===== src/rtl/writeback_multi.sv =====
// writeback_multi: retires WB_LANES results per handshake into a multi-port
// register file, with per-lane bypass, intra-bundle WAW squash and x0 suppression.
// Ports: clk, rst (async, active-low), startSig, beforePipReadyToSend,
//   nextPipReadyToRcv, wb_valid/wb_idx/wb_val with per-field load enables
//   wb_en_valid/wb_en_idx/wb_en_data, curPipReadyToRcv, curPipReadyToSend,
//   bp_idx/bp_val, regFileWriteIdx/Val/En, retire_cnt (WB_RETIRE_CNT_EN only).
// Optional macro: WB_RETIRE_CNT_EN adds the retire_cnt counter and port.
module writeback_multi #(
    parameter int XLEN     = 32,
    parameter int REG_IDX  = 5,
    parameter int AMT_REG  = 32,
    parameter int WB_LANES = 2,
    parameter int CNT_W    = 32
) (
    input  logic                        clk,
    input  logic                        rst,
    input  logic                        startSig,
    input  logic                        beforePipReadyToSend,
    input  logic                        nextPipReadyToRcv,
    input  logic [WB_LANES-1:0]         wb_valid,
    input  logic [WB_LANES*REG_IDX-1:0] wb_idx,
    input  logic [WB_LANES*XLEN-1:0]    wb_val,
    input  logic                        wb_en_valid,
    input  logic                        wb_en_idx,
    input  logic                        wb_en_data,
    output logic                        curPipReadyToRcv,
    output logic                        curPipReadyToSend,
    output logic [WB_LANES*REG_IDX-1:0] bp_idx,
    output logic [WB_LANES*XLEN-1:0]    bp_val,
    output logic [WB_LANES*REG_IDX-1:0] regFileWriteIdx,
    output logic [WB_LANES*XLEN-1:0]    regFileWriteVal,
    output logic [WB_LANES-1:0]         regFileWriteEn
`ifdef WB_RETIRE_CNT_EN
    ,
    output logic [CNT_W-1:0]            retire_cnt
`endif
);

    if (WB_LANES < 1 || WB_LANES > 4 || CNT_W < 1 ||
        AMT_REG > (1 << REG_IDX)) begin : g_bad_cfg
        $error("writeback_multi: illegal parameter set");
    end

    typedef enum logic [2:0] {
        IDLE      = 3'b000,
        WAIT_BEF  = 3'b001,
        SENDING   = 3'b010,
        WAIT_SEND = 3'b100
    } state_t;

    state_t state;
    state_t state_nxt;

    logic [WB_LANES-1:0]         valid_q;
    logic [WB_LANES*REG_IDX-1:0] idx_q;
    logic [WB_LANES*XLEN-1:0]    val_q;
    logic [WB_LANES-1:0]         act;
    logic                        sending;

    always_ff @(posedge clk or negedge rst) begin
        if (!rst) begin
            valid_q <= '0;
            idx_q   <= '0;
            val_q   <= '0;
        end else begin
            if (wb_en_valid) valid_q <= wb_valid;
            if (wb_en_idx)   idx_q   <= wb_idx;
            if (wb_en_data)  val_q   <= wb_val;
        end
    end

    always_ff @(posedge clk or negedge rst) begin
        if (!rst) state <= IDLE;
        else      state <= state_nxt;
    end

    always_comb begin
        state_nxt = state;
        if (startSig) begin
            state_nxt = beforePipReadyToSend ? SENDING : WAIT_BEF;
        end else begin
            case (state)
                IDLE:     state_nxt = IDLE;
                WAIT_BEF: begin
                    if (beforePipReadyToSend) state_nxt = SENDING;
                end
                SENDING, WAIT_SEND: begin
                    if (nextPipReadyToRcv)
                        state_nxt = beforePipReadyToSend ? SENDING
                                                         : WAIT_BEF;
                    else
                        state_nxt = WAIT_SEND;
                end
                default:  state_nxt = IDLE;
            endcase
        end
    end

    assign sending           = (state == SENDING);
    assign curPipReadyToSend = (state == SENDING) || (state == WAIT_SEND);
    assign curPipReadyToRcv  = (state == WAIT_BEF) ||
                               (curPipReadyToSend && nextPipReadyToRcv);

    // Only the SENDING cycle writes, so a stalled bundle retires once.
    // A higher lane to the same register squashes the lower one.
    always_comb begin
        act = '0;
        for (int k = 0; k < WB_LANES; k++) begin
            act[k] = sending && valid_q[k] &&
                     (idx_q[k*REG_IDX +: REG_IDX] != '0);
            for (int j = k + 1; j < WB_LANES; j++) begin
                if (valid_q[j] &&
                    idx_q[j*REG_IDX +: REG_IDX] ==
                    idx_q[k*REG_IDX +: REG_IDX])
                    act[k] = 1'b0;
            end
        end
    end

    assign regFileWriteEn  = act;
    assign regFileWriteIdx = idx_q;
    assign regFileWriteVal = val_q;

    always_comb begin
        bp_idx = '0;
        bp_val = '0;
        for (int k = 0; k < WB_LANES; k++) begin
            if (act[k]) begin
                bp_idx[k*REG_IDX +: REG_IDX] = idx_q[k*REG_IDX +: REG_IDX];
                bp_val[k*XLEN +: XLEN]       = val_q[k*XLEN +: XLEN];
            end
        end
    end

`ifdef WB_RETIRE_CNT_EN
    logic [CNT_W-1:0] pop;

    always_comb begin
        pop = '0;
        for (int k = 0; k < WB_LANES; k++)
            pop = pop + CNT_W'(act[k]);
    end

    always_ff @(posedge clk or negedge rst) begin
        if (!rst)         retire_cnt <= '0;
        else if (sending) retire_cnt <= retire_cnt + pop;
    end
`endif

endmodule


===== config.mk =====
export PLATFORM = sky130hd
export DESIGN_NAME = writeback_multi
export DESIGN_NICKNAME = d
export VERILOG_FILES = /design/src/rtl/writeback_multi.sv
export SDC_FILE = /design/constraint.sdc
export NUM_CORES = 1
export LEC_CHECK = 0
export ABC_AREA = 1
export ABC_CLOCK_PERIOD_IN_PS = 3800
export BUFFER_PORTS_ARGS = -buffer_cell sky130_fd_sc_hd__buf_4
export CAP_MARGIN = 25
export CORE_MARGIN = 4
export CORE_UTILIZATION = 46
export DETAILED_ROUTE_END_ITERATION = 7
export PLACE_DENSITY = 0.95
export SYNTH_ARGS = -nofsm -noshare
export SYNTH_HDL_FRONTEND = slang
export SYNTH_SLANG_ARGS = --single-unit

===== constraint.sdc =====
create_clock -name clk -period 3.8 [get_ports clk]
set_input_delay 0.38 -clock clk [delete_from_list [all_inputs] [get_ports clk]]
set_output_delay 0.38 -clock clk [all_outputs]
set_load 0.005 [all_outputs]

# After elaboration in Yosys (flattened, before gate mapping)

Cells that the tools add are included.

Eq/ne operators: 5
Multiplexer cells: 10
Reduce and logical (&&, ||, !) cells: 11

Operator list:

| operator                                             | number |
|---|---|
| 2-to-1 mux 32 bit                                    | 2 |
| 2-to-1 mux 5 bit                                     | 2 |
| nonzero test 5 bit                                   | 2 |
| 2-to-1 mux 3 bit                                     | 3 |
| logical AND 1 bit                                    | 6 |
| one-hot mux 3 bit (2 select lines)                   | 1 |
| equality test 5 bit                                  | 1 |
| equality test 3 x 1 -> 1 bit (second input constant) | 1 |
| equality test 3 x 2 -> 1 bit (second input constant) | 1 |
| equality test 3 bit (second input constant)          | 1 |
| inequality test 3 bit (second input constant)        | 1 |
| logical OR 1 bit                                     | 2 |
| 2-to-1 mux 2 bit                                     | 1 |
| OR reduction 2 bit                                   | 1 |
| 2-to-1 mux 1 bit                                     | 1 |

Register bits: 79
Bits of input ports: 84
Output and inout bits: 152
Word-level logic and storage cells: 30

# Longest topological paths before layout

Gate-level depths: netlist of run 1.

Word-level depth: 5
Mapped depth: 9
Gate-level depth less buffers: 7

# Worst setup path before layout of run 1

Ideal clock, no wire load.

Path kind: reg2out
From: reg state[2]
To: out bp_val[10]
Data arrival time: 1,143 ps
Required time: 3,420 ps
Slack: 2,277 ps
Cell stages (with the launch flop): 10
Buffers on the path: 2
Path through: dfrtp_1 -> inv_2 -> nand2_2 -> nor2_4 -> nand2_1 -> nor2_1 -> nand2_1 -> buf_6 -> buf_12 -> nor2_4

Cells in the longest elaborated chain, start to end: 5

RTL lines:

| element                         | line | source |
|---|---|---|
| from (decl)                     | 51   | `state_t state;` |
| from (signal assigned)          | 74   | `else state <= state_nxt;` |
| equality test 3 x 2 -> 1 bit    | 99   | `assign sending = (state == SENDING);` |
| logical AND 1 bit (2 in series) | 109  | `act[k] = sending && valid_q[k] &&` |
| 2-to-1 mux 1 bit                | 112  | `if (valid_q[j] &&` |
| 2-to-1 mux 32 bit               | 128  | `if (act[k]) begin` |
| to (decl)                       | 29   | `output logic [WB_LANES*XLEN-1:0] bp_val,` |

No other way between the ends.

# Worst setup path after layout of run 1

From: reg idx_q[6] (netlist: regFileWriteIdx[6])
To: out bp_val[21]

Cells in the longest elaborated chain, start to end: 4

RTL lines:

| element                | line | source |
|---|---|---|
| from (decl)            | 55   | `logic [WB_LANES*REG_IDX-1:0] idx_q;` |
| from (signal assigned) | 67   | `if (wb_en_idx) idx_q <= wb_idx;` |
| equality test 5 bit    | 113  | `idx_q[j*REG_IDX +: REG_IDX] ==` |
| logical AND 1 bit      | 112  |  |
| 2-to-1 mux 1 bit       | 112  |  |
| 2-to-1 mux 32 bit      | 128  |  |

No other way between the ends.

==> results.json, run 1 <==
{
  "drive_above_1_share_pct": 42.1,
  "ant_nets": 0,
  "insertion_delay_ps": 330,
  "worstPathRequired_ps": 3420,
  "first_iter_violations": 131,
  "port_buffers": 235,
  "syn_area_per_cell_sq_um": 8.23,
  "fp.dieArea_sq_um": 9530,
  "status": "completed",
  "finalHoldViolations": 0,
  "nFillCells": 546,
  "area_growth_pct": 55.0,
  "cts_tree": "yes",
  "fmax_mhz": 368,
  "root_buffer": "clkbuf_8",
  "grt_use_total_pct": 23.2,
  "cts_sinks": 79,
  "io_pins": 236,
  "first_pass_iters": 5,
  "r2r_start": "state[2]",
  "yosys_warnings": 0,
  "grt_setup_unrepaired": "false",
  "synth_cell_types": 18,
  "fin_tns_setup_ps": 0,
  "wl_per_cell_um": 14.3,
  "dieHeight_um": 97.6,
  "grt_max_degree": 129,
  "cp-endpoint": "bp_val[21]",
  "final-max-slew-violation-count": 0,
  "final-seq-area_sq_um": 1980,
  "hold_buffers": 0,
  "setup.worst_path.start": "regFileWriteIdx[6]",
  "reg2regPathDepth": 7,
  "regToRegEndpoint": "state[0]",
  "fp.coreArea_sq_um": 7770,
  "nNetsFinal": 759,
  "final_common_cell": "buf_4",
  "start_kind": "flop",
  "ir_drop_uv": 302,
  "leakage_uw": 0.00316,
  "remaining_drc_errors": 0,
  "grt_pass1_vias": 3738,
  "slowest_delay_ps": 540,
  "finalSetupViolations": 0,
  "synth_seq_cells": 79,
  "max_cap_viol_count": 0,
  "die_w_um": 97.6,
  "fp-row-count": 32,
  "num_antenna_cells": 0,
  "hold-worst-slack_ps": 209,
  "final_area_sq_um": 5730,
  "grt_pass1_wl_um": 17900,
  "grt-ovfl-total": 0,
  "cts_setup_buffers": 0,
  "multi_input_area_sq_um": 1280,
  "end_kind": "primary output",
  "vias_per_cell": 4.69,
  "cts_buffers": 9,
  "routed_wl_um": 11200,
  "crit_slowest_cell": "buf_4",
  "power.density_nw_per_um2": 371,
  "timing.final.crit_share_pct": 71.6,
  "cp_cell_sequence": "inv_2 > nand2_1 > nand2_1 > nor2_1 > nand3_1 > nand2_2 > buf_4 > nor2_1 > buf_4",
  "netlist_area_sq_um": 3690,
  "crit_fanout": 20,
  "cts_resized": 0,
  "synthesis.instances": 449,
  "worst_slew_pin_slew_ps": 1050,
  "initial_core_util_pct": 47.6,
  "total_power_uw": 2130,
  "syn_nets": 533,
  "antenna_found_initial": 0,
  "fin_worst_skew_ps": 0.0610,
  "clk_pin_slew_worst_paths_ps": 80,
  "cts_buffer_depth": 2,
  "rrSetupSlack_ps": 2810,
  "gp_congestion": 0.883,
  "place_area_sq_um": 5460,
  "final.min_clock_period_ps": 2720,
  "cp.arrival_ps": 2340,
  "crit_type": "flop to primary output",
  "final_cell_mix": "buf_4 (236), nand2_1 (96), dfrtp_1 (79)",
  "max-slew-margin-rel_pct": 30.2,
  "hold_path.class": "primary input to flop",
  "htreeDepth": 3,
  "yosysSeqAreaShare_pct": 53.5,
  "dp_hpwl_um": 8630,
  "num_vias": 3664
}
power breakdown:
| part | internal (uW) | leakage [uW] | switching, uW | total [uW] |
|---|---|---|---|---|
| logic | 231 | 0.00208 | 229 | 460 |
| clock network | 420 | 0.000118 | 282 | 701 |
| registers | 916 | 0.000961 | 49.4 | 965 |
layer usage:
metal,vias up,GRT usage [%],wire [um]
li1,1793,-,-
met2,162,41.4,5920
met3,34,6.75,800
met4,0,10.5,376
met1,1675,25.1,4110
met5,-,0,0
sequential cells by signal, summed over array words and instances (netlist names):
| name | cells |
|---|---|
| state | 3 |
| valid_q | 2 |
| regFileWriteIdx | 10 |
| regFileWriteVal | 64 |
worst min path at each step:
stage	cells after the start	end	from	slack [ps]
after floorplan	0	regFileWriteIdx[0]	rst	80
after global placement	1	valid_q[0]	valid_q[0]	500
after detailed placement	1	valid_q[0]	valid_q[0]	530
after CTS	2	state[0]	beforePipReadyToSend	190
after global routing	2	state[0]	beforePipReadyToSend	180
final	2	state[0]	beforePipReadyToSend	210
Yosys cell counts (all sizes together):
cell	count	area, sq um
clkbuf	12	45.0
nor2	83	462
buf	11	91.3
nand3	5	30.0
o21ai	74	370
nand4	1	6.26
nand3b	1	7.51
mux2	2	22.5
nand2	98	370
nor3	1	5.00
dfrtp	79	1980
inv	82	308
critical path, delay by kind of cell (launching register included):
kind                   cells  cell delay (ps)
AND/OR/NAND/NOR            6              820
flip-flops                 1              420
buffers and inverters      3              750
final cells by class:
type | count | share of cell area (%)
clock buffer | 12 | 2.88
multi-input combinational | 265 | 22.3
sequential | 79 | 34.5
tap | 102 | 2.23
timing repair buffer | 238 | 31.6
clock inverter | 3 | 1.14
inverter | 82 | 5.37
logic make-up after synthesis:
kind of cell    Yosys count  synth area share [%]
simple gates            189                  23.8
mux                       2                 0.610
buf+inv                 105                  12.0
compound gates           74                  10.0
flops                    79                  53.5
metrics by stage:
stage / std cells / util (%) / worst slack, ps
2_1_floorplan: 449 / - / 2280
3_3_place_gp: 764 / 70.3 / 1540
3_5_place_dp: 764 / 70.3 / 1460
4_1_cts: 779 / 73.3 / 1080
5_1_grt: 781 / 73.7 / 892
6_report: 781 / 73.7 / 1080
Power figures use the tool's default switching activity.
==> inputs of run 2 (changes only) <==
--- a/config.mk
+++ b/config.mk
@@ -6,13 +6,13 @@
 export NUM_CORES = 1
 export LEC_CHECK = 0
 export ABC_AREA = 1
-export ABC_CLOCK_PERIOD_IN_PS = 3800
+export ABC_CLOCK_PERIOD_IN_PS = 2300
 export BUFFER_PORTS_ARGS = -buffer_cell sky130_fd_sc_hd__buf_4
 export CAP_MARGIN = 25
 export CORE_MARGIN = 4
-export CORE_UTILIZATION = 46
+export CORE_UTILIZATION = 39
 export DETAILED_ROUTE_END_ITERATION = 7
-export PLACE_DENSITY = 0.95
+export PLACE_DENSITY = 0.87
 export SYNTH_ARGS = -nofsm -noshare
 export SYNTH_HDL_FRONTEND = slang
 export SYNTH_SLANG_ARGS = --single-unit
==> constraint.sdc (replaced) <==
create_clock -name clk -period 2.3 [get_ports clk]
set_input_delay 0.23 -clock clk [delete_from_list [all_inputs] [get_ports clk]]
set_output_delay 0.23 -clock clk [all_outputs]
set_load 0.005 [all_outputs]
==> results.json, run 2 (synthesis gave the netlist of run 1 again) <==
{
  "hold-worst-slack_ps": 46.6,
  "cts_resized": 0,
  "fp.coreArea_sq_um": 9240,
  "dieHeight_um": 105,
  "cp.arrival_ps": 1770,
  "die_w_um": 105,
  "cts_buffer_depth": 2,
  "crit_slowest_cell": "dfrtp_1",
  "crit_fanout": 25,
  "reg2regPathDepth": 7,
  "crit_cells": 9,
  "area_growth_pct": 56.2,
  "grt_pass1_vias": 3670,
  "clk_pin_slew_worst_paths_ps": 80,
  "htreeDepth": 3,
  "final_area_sq_um": 5770,
  "final_common_cell": "buf_4",
  "max_cap_viol_count": 0,
  "cts_buffers": 9,
  "power.density_nw_per_um2": 589,
  "finalHoldViolations": 0,
  "total_power_uw": 3400,
  "root_buffer": "clkbuf_8",
  "fin_tns_setup_ps": 0,
  "ir_drop_uv": 378,
  "num_vias": 3664,
  "max-slew-margin-rel_pct": 65.1,
  "grt_max_degree": 80,
  "num_antenna_cells": 0,
  "hold_buffers": 0,
  "grt_use_total_pct": 20.5,
  "status": "completed",
  "io_pins": 236,
  "fp.dieArea_sq_um": 11100,
  "cp_cell_sequence": "inv_2 > nand2_2 > nor2_4 > nand2_1 > nor2_1 > nand2_2 > buf_12 > nor2_1 > buf_4",
  "wl_per_cell_um": 14.2,
  "hold_path.class": "primary input to flop",
  "first_iter_violations": 189,
  "cts_setup_buffers": 0,
  "grt_pass1_wl_um": 18200,
  "leakage_uw": 0.00315,
  "worst_slew_pin_slew_ps": 523,
  "largest_register_ffs": 64,
  "crit_buf_inv": 3,
  "slowest_delay_ps": 390,
  "final_cell_mix": "buf_4 (237), nand2_1 (96), dfrtp_1 (79)",
  "hold_path_depth": 2,
  "crit_family": "simple AND/OR/NAND/NOR gates",
  "timing.final.crit_share_pct": 87.0,
  "final.min_clock_period_ps": 2000,
  "dp_hpwl_um": 9050,
  "insertion_delay_ps": 340,
  "initial_core_util_pct": 40.0,
  "start_kind": "flop",
  "gp_congestion": 0.843,
  "remaining_drc_errors": 0,
  "first_pass_iters": 4,
  "fin_worst_skew_ps": 3.15,
  "place_area_sq_um": 5540,
  "worstPathRequired_ps": 2070,
  "cts_sinks": 79,
  "fmax_mhz": 500,
  "final-max-slew-violation-count": 0,
  "cts_tree": "yes",
  "port_buffers": 235,
  "crit_type": "flop to primary output",
  "drive_above_1_share_pct": 42.3,
  "routed_wl_um": 11500,
  "finalSetupViolations": 0,
  "end_kind": "primary output",
  "grt_setup_unrepaired": "false",
  "antenna_found_initial": 0,
  "grt-ovfl-total": 0,
  "nNetsFinal": 762,
  "ant_nets": 0,
  "vias_per_cell": 4.51,
  "fp-row-count": 35
}
==> run 2: final timing paths <==
path | startpoint | end | slack, ps
setup / recovery | state[2] | bp_idx[0] | 300
hold / removal | beforePipReadyToSend | state[0] | 50
setup reg to reg | state[2] | state[0] | 1300
hold reg to reg | regFileWriteVal[61] | regFileWriteVal[61] | 550
max in group asynchronous | rst | regFileWriteVal[53] | 1300
min in group asynchronous | rst | regFileWriteVal[19] | 400
==> run 2: cell type report <==
type	instances	area (sq um)
clock buffer	11	141
clock inverter	5	57.6
fill	778	3470
inverter	82	308
multi-input combinational	265	1280
sequential	79	1980
tap	129	161
timing repair buffer	241	1850
==> run 2: worst reg2reg max path, delay by kind of cell (launching register included) <==
kind	cells	cell delay (ps)
buffers and inverters	2	120
flip-flops	1	390
AND/OR/NAND/NOR	5	440
==> run 2: power by group <==
group	internal [uW]	total (uW)	switching [uW]	leakage, uW
combinational	388	769	381	0.00210
clock	530	1040	505	0.0000916
sequential	1510	1590	82.7	0.000961
total	2430	3400	969	0.00315
==> run 2: metal layers <==
metal	GRT usage, %	share of wire (%)
met3	7.10	9.4
met1	23.0	37
met2	35.8	50
met5	0	0
met4	7.50	2.7
==> run 2: per-stage QoR <==
step / utilization (%) / cells / setup WS [ps]
6_report: 62.5 / 812 / 299
5_1_grt: 62.5 / 812 / 97.6
4_1_cts: 62.1 / 810 / 272
3_5_place_dp: 60.0 / 794 / 656
3_3_place_gp: 60.0 / 794 / 669
2_1_floorplan: - / 449 / 927
